## config.mk

```make
export PLATFORM = sky130hd
export DESIGN_NAME = tl_flow_scheduler
export DESIGN_NICKNAME = d
export VERILOG_FILES = /design/src/rtl/tl_pkg.sv /design/src/rtl/tl_flow_scheduler_counter.sv /design/src/rtl/tl_flow_scheduler.sv
export SDC_FILE = /design/constraint.sdc
export NUM_CORES = 1
export LEC_CHECK = 0
export ABC_AREA = 1
export CAP_MARGIN = 20
export CORE_AREA = 2 2 86 88
export CTS_BUF_LIST = sky130_fd_sc_hd__clkbuf_16
export CTS_CLUSTER_DIAMETER = 120
export DETAILED_ROUTE_END_ITERATION = 8
export DIE_AREA = 0 0 88 90
export PLACE_DENSITY = 0.69
export SKIP_LAST_GASP = 1
export SLEW_MARGIN = 40
export SYNTH_ARGS = -nofsm -noshare
export SYNTH_HDL_FRONTEND = slang
export SYNTH_SLANG_ARGS = --single-unit
export TNS_END_PERCENT = 20
```

## constraint.sdc

```tcl
create_clock -name clk -period 2.31 [get_ports clk]
set_input_delay 0.462 -clock clk [delete_from_list [all_inputs] [get_ports clk]]
set_output_delay 0.462 -clock clk [all_outputs]
set_load 0.02 [all_outputs]
```

## src/rtl/tl_pkg.sv

```systemverilog
// tl_pkg: shared definitions for the transaction-layer flow scheduler.
//   - state_t    : FSM encoding exposed on the scheduler's state port
//   - NUM_PORTS  : number of output FIFOs (P0..P3)
//   - DEST_W     : width of the destination field (top bits of a data word)
//   - DEF_BAJO / DEF_ALTO : threshold values loaded on reset
package tl_pkg;

    localparam int NUM_PORTS = 4;
    localparam int DEST_W    = 2;
    localparam int DEF_BAJO  = 1;
    localparam int DEF_ALTO  = 6;

    typedef enum logic [1:0] {
        ST_RESET  = 2'd0,
        ST_INIT   = 2'd1,
        ST_IDLE   = 2'd2,
        ST_ACTIVE = 2'd3
    } state_t;

endpackage

```

## src/rtl/tl_flow_scheduler_counter.sv

```systemverilog
// tl_port_counter: saturating delivered-word counter for one output port.
// Ports:
//   clk, rst : clock, asynchronous active-high reset
//   clr      : synchronous clear (held during configuration)
//   inc      : count one delivered word
//   count    : current value, sticks at all-ones
module tl_port_counter #(
    parameter int CNT_W = 5
) (
    input  logic             clk,
    input  logic             rst,
    input  logic             clr,
    input  logic             inc,
    output logic [CNT_W-1:0] count
);

    always_ff @(posedge clk or posedge rst) begin
        if (rst) begin
            count <= '0;
        end else if (clr) begin
            count <= '0;
        end else if (inc && (count != {CNT_W{1'b1}})) begin
            count <= count + 1'b1;
        end
    end

endmodule

```

## src/rtl/tl_flow_scheduler.sv

```systemverilog
// tl_flow_scheduler: drains the input FIFO through a one-entry stage and
// routes each word to output FIFO P0..P3 selected by its top DEST_W bits,
// stalling per destination on almost-full. Owns the threshold configuration
// during INIT and the per-port delivered-word counters.
// Ports:
//   clk, reset                       : clock, asynchronous active-high reset
//   init                             : configuration phase request
//   Umbral_bajo_in / Umbral_alto_in  : threshold candidates (taken if bajo < alto)
//   in_empty, in_data, in_pop        : input FIFO (first-word-fall-through)
//   out_almost_full, out_push, out_data : output FIFOs, push is one-hot or zero
//   Umbral_bajo / Umbral_alto        : active thresholds
//   req, idx, counterOut, counterValid : counter read port (serviced in IDLE)
//   state                            : FSM state (RESET/INIT/IDLE/ACTIVE)
//
// Handshake: a word moves from the input FIFO when in_pop=1 (in_pop is only
// raised with in_empty=0); a word is handed to port d when out_push[d]=1, which
// is only issued for a decision taken while out_almost_full[d]=0.
module tl_flow_scheduler
    import tl_pkg::*;
#(
    parameter int DATA_W   = 12,
    parameter int UMB_W    = 3,
    parameter int CNT_W    = 5,
    parameter int DEF_BAJO = tl_pkg::DEF_BAJO,
    parameter int DEF_ALTO = tl_pkg::DEF_ALTO
) (
    input  logic                 clk,
    input  logic                 reset,
    input  logic                 init,
    input  logic [UMB_W-1:0]     Umbral_bajo_in,
    input  logic [UMB_W-1:0]     Umbral_alto_in,
    input  logic                 in_empty,
    input  logic [DATA_W-1:0]    in_data,
    output logic                 in_pop,
    input  logic [NUM_PORTS-1:0] out_almost_full,
    output logic [NUM_PORTS-1:0] out_push,
    output logic [DATA_W-1:0]    out_data,
    output logic [UMB_W-1:0]     Umbral_bajo,
    output logic [UMB_W-1:0]     Umbral_alto,
    input  logic                 req,
    input  logic [1:0]           idx,
    output logic [CNT_W-1:0]     counterOut,
    output logic                 counterValid,
    output logic [1:0]           state
);

    state_t              st;
    logic                stage_valid;
    logic [DATA_W-1:0]   stage_data;
    logic [DEST_W-1:0]   dest;
    logic                drain;
    logic [NUM_PORTS-1:0] push_vec;
    logic [CNT_W-1:0]    cnt [NUM_PORTS];

    assign state = st;
    assign dest  = stage_data[DATA_W-1 -: DEST_W];

    // The stage leaves this cycle if its destination can take a word.
    assign drain    = stage_valid && !out_almost_full[dest];
    assign push_vec = drain ? (NUM_PORTS'(1) << dest) : '0;

    // A pop refills the stage on the same edge it drains, giving one word per
    // cycle; a pending init stops new pops so the stage can empty out.
    assign in_pop = (st == ST_ACTIVE) && !in_empty && (!stage_valid || drain) && !init;

    always_ff @(posedge clk or posedge reset) begin
        if (reset) begin
            st           <= ST_RESET;
            stage_valid  <= 1'b0;
            stage_data   <= '0;
            out_push     <= '0;
            out_data     <= '0;
            Umbral_bajo  <= UMB_W'(DEF_BAJO);
            Umbral_alto  <= UMB_W'(DEF_ALTO);
            counterOut   <= '0;
            counterValid <= 1'b0;
        end else begin
            out_push <= push_vec;
            if (drain) begin
                out_data <= stage_data;
            end

            if (in_pop) begin
                stage_data  <= in_data;
                stage_valid <= 1'b1;
            end else if (drain) begin
                stage_valid <= 1'b0;
            end

            // Inconsistent threshold pairs are ignored so the FIFOs never see
            // a low threshold at or above the high one.
            if ((st == ST_INIT) && (Umbral_bajo_in < Umbral_alto_in)) begin
                Umbral_bajo <= Umbral_bajo_in;
                Umbral_alto <= Umbral_alto_in;
            end

            counterValid <= req && (st == ST_IDLE);
            if (req && (st == ST_IDLE)) begin
                counterOut <= cnt[idx];
            end

            case (st)
                ST_RESET:  st <= ST_INIT;
                ST_INIT:   if (!init) st <= ST_IDLE;
                ST_IDLE: begin
                    if (init)           st <= ST_INIT;
                    else if (!in_empty) st <= ST_ACTIVE;
                end
                ST_ACTIVE: begin
                    if (init) begin
                        if (!stage_valid) st <= ST_INIT;
                    end else if (in_empty && !stage_valid) begin
                        st <= ST_IDLE;
                    end
                end
                default:   st <= ST_RESET;
            endcase
        end
    end

    for (genvar p = 0; p < NUM_PORTS; p++) begin : g_cnt
        tl_port_counter #(.CNT_W(CNT_W)) u_cnt (
            .clk   (clk),
            .rst   (reset),
            .clr   (st == ST_INIT),
            .inc   (out_push[p]),
            .count (cnt[p])
        );
    end

endmodule

```

==> run metrics <==
I/O Buffers=59; I/O pin cnt=60; DRT iter0 DRCs=149; core area=0.00702 mm^2; Num CTS Buffers=9; commonest non-fill, non-tap cell in the layout=nand2_1; startpoint types=primary input; commonest cells after routing, fill and taps aside=nand2_1, dfrtp_1, clkdlybuf4s50_1, inv_1, nand3_1; later-pin clock latency in the skew report=0.33 ns; number of routed nets with antenna violations=0; H-tree depth=3; Pint=2.92 mW; CTS tree=yes; period utilization=92.8%; Routed WL=6610 um; NetSw=1.67 mW; clock sinks=63; initial antenna violation count=0; sequential share of the synthesized area=51.8%; Worst slew margin=61.5%; RSZ-0062 raised after global routing=false; post-CTS setup buffer count=0; Fmax=0.466 GHz; Die Area=0.00792 mm^2; Setup CP Type=in2out; Worst-Margin Slew=0.577 ns; largest net degree at the start of global routing=26; reg2reg setup slack=0.52 ns; maximum clock insertion buffer count=2; setup TNS=0 ns; post-synthesis register bit count=63; Root Driver=clkbuf_16; antenna fix cells=0; Yosys cell types=20; Worst Reg-to-Reg Cells=10; hold depth=2; Overall Global Routing Usage=18.6%; Hold-fix buffers, CTS=0; layout cells sized above 1=7.85%; clock share of power=24.7%; reg2reg start=g_cnt[1].u_cnt.count[1]$_DFFE_PP0P_; CP arrival=1.68 ns; Data required, critical path=1.85 ns; number of vias per cell=4.78; Slew Limit Fails=0; Leakage=2.02 nW; endpoint class of the critical path=output port; Crit Path Max Fanout=3; vias in the first global route=2608; Pwr Density=1140 mW/mm^2; DRC Markers=0; WL/cell=12.1 um; GPL Wtd Cong=0.812; synthesized area per cell=8.11 um^2; hold_sp=stage_data[0]$_DFFE_PP0P_; fin crit period=2.14 ns; final hold viol count=0; Vias=2604; reg-to-reg endpoint=g_cnt[1].u_cnt.count[3]$_DFFE_PP0P_; final core utilization=57.4%; Mapped Cells=376; synthesized area=0.00305 mm^2; max_cap viols=0; Initial Util=43.4%; fillers=640; Final Net Count=480; syn_nets=415; final setup violation count=0; Reg power frac=37.4%; DRT Pass-1 Iters=4; Worst-path clk slew=0.05 ns; status=complete, no violations; peak supply drop=534 uV; Die Wd=88 um; combinational share of power=38.0%; GR Overflow Total=0; hpwl dp=4830 um; area delta synth->final=32.1%; Hold EP=stage_data[0]$_DFFE_PP0P_; Die H=90 um; Sw Ratio=36.4%; Ys Warns=0; worst min path class=reg2reg; first-pass GRT wire length=11600 um; final clock skew=0.00790 ns; num rows=31
cells in the mapped netlist, drive strengths merged:
master	count	area [um^2]
nand2	113	434
dfrtp	60	1500
inv	45	169
nand3	40	200
o21ai	35	175
nor2	23	86.3
a21oi	16	80.1
buf	15	98.8
ha	10	125
nand4	4	25.0
nor3	4	25.0
o211ai	4	30.0
clkbuf	3	11.3
dfstp	3	78.8
nor3b	1	7.51
critical path: stages:
cell             delay [ns]
clkdlybuf4s50_1        0.46
nor3_2                 0.19
buf_4                  0.15
nand2_2                0.05
inv_1                  0.05
dlygate4sd2_1          0.33
registers in the layout (all words and copies together) (netlist names):
register           flops
out_push               4
state                  2
counterValid           1
counterOut             5
stage_data            12
out_data              12
Umbral_alto            3
Umbral_bajo            3
stage_valid            1
g_cnt.u_cnt.count     20
power by group through the flow:
stage	sequential, mW	clock (mW)	combinational (mW)
after floorplan	1.95	0	0.769
after global placement	1.72	0	1.72
after detailed placement	1.73	0	1.76
after CTS	1.72	1.16	1.77
after global routing	1.76	1.21	1.93
final	1.72	1.13	1.74
metrics by stage:
stage          area, um^2  power, mW  hold slack, ns  worst slack (ns)  instances
2_1_floorplan        3050       2.72           0.433             0.283        376
3_3_place_gp         3770       3.44           0.454            -0.119        529
3_5_place_dp         3770       3.49           0.458            -0.110        529
4_1_cts              4030       4.65           0.471             0.150        545
5_1_grt              4030       4.91           0.497            0.0641        545
6_report             4030       4.59           0.468             0.166        545
cells by family after synthesis:
group | share of synthesized area (%)
AOI/OAI and AO/OA | 9.36
adders and majority gates | 4.11
buffers and inverters | 9.15
DFF | 51.8
and+or+nand+nor | 25.5
cell type report:
class | count | area (um^2) | area share (%)
inverter | 45 | 169 | 4.19
timing repair buffer | 72 | 712 | 17.7
clock inverter | 7 | 28.8 | 0.715
multi-input combinational | 250 | 1190 | 29.5
sequential | 63 | 1580 | 39.2
tap | 99 | 124 | 3.08
clock buffer | 9 | 225 | 5.59
repair_timing:
item	CTS	global route
endpoints found under the hold margin	0	0
gates resized for setup	1	0
endpoints found under the setup margin	1	0
how the worst max path moves through the flow:
stage / from / to / cells past startpoint
detailed placement: in_empty / in_pop / 6
CTS: in_empty / in_pop / 6
finish: in_empty / in_pop / 6
global route: in_empty / in_pop / 6
floorplan: reset / Umbral_alto[0]$_DFFE_PP0P_ / 1
global placement: init / in_pop / 6
per-layer routing:
layer  wire length [um]  up-vias  GRT usage [%]
met5                  0        -              0
met4                 43        0           4.36
met3                283        5           6.43
met2               3390       60           31.5
met1               2890     1210           22.7
li1                   -     1329              -
Power figures use the tool's default switching activity.
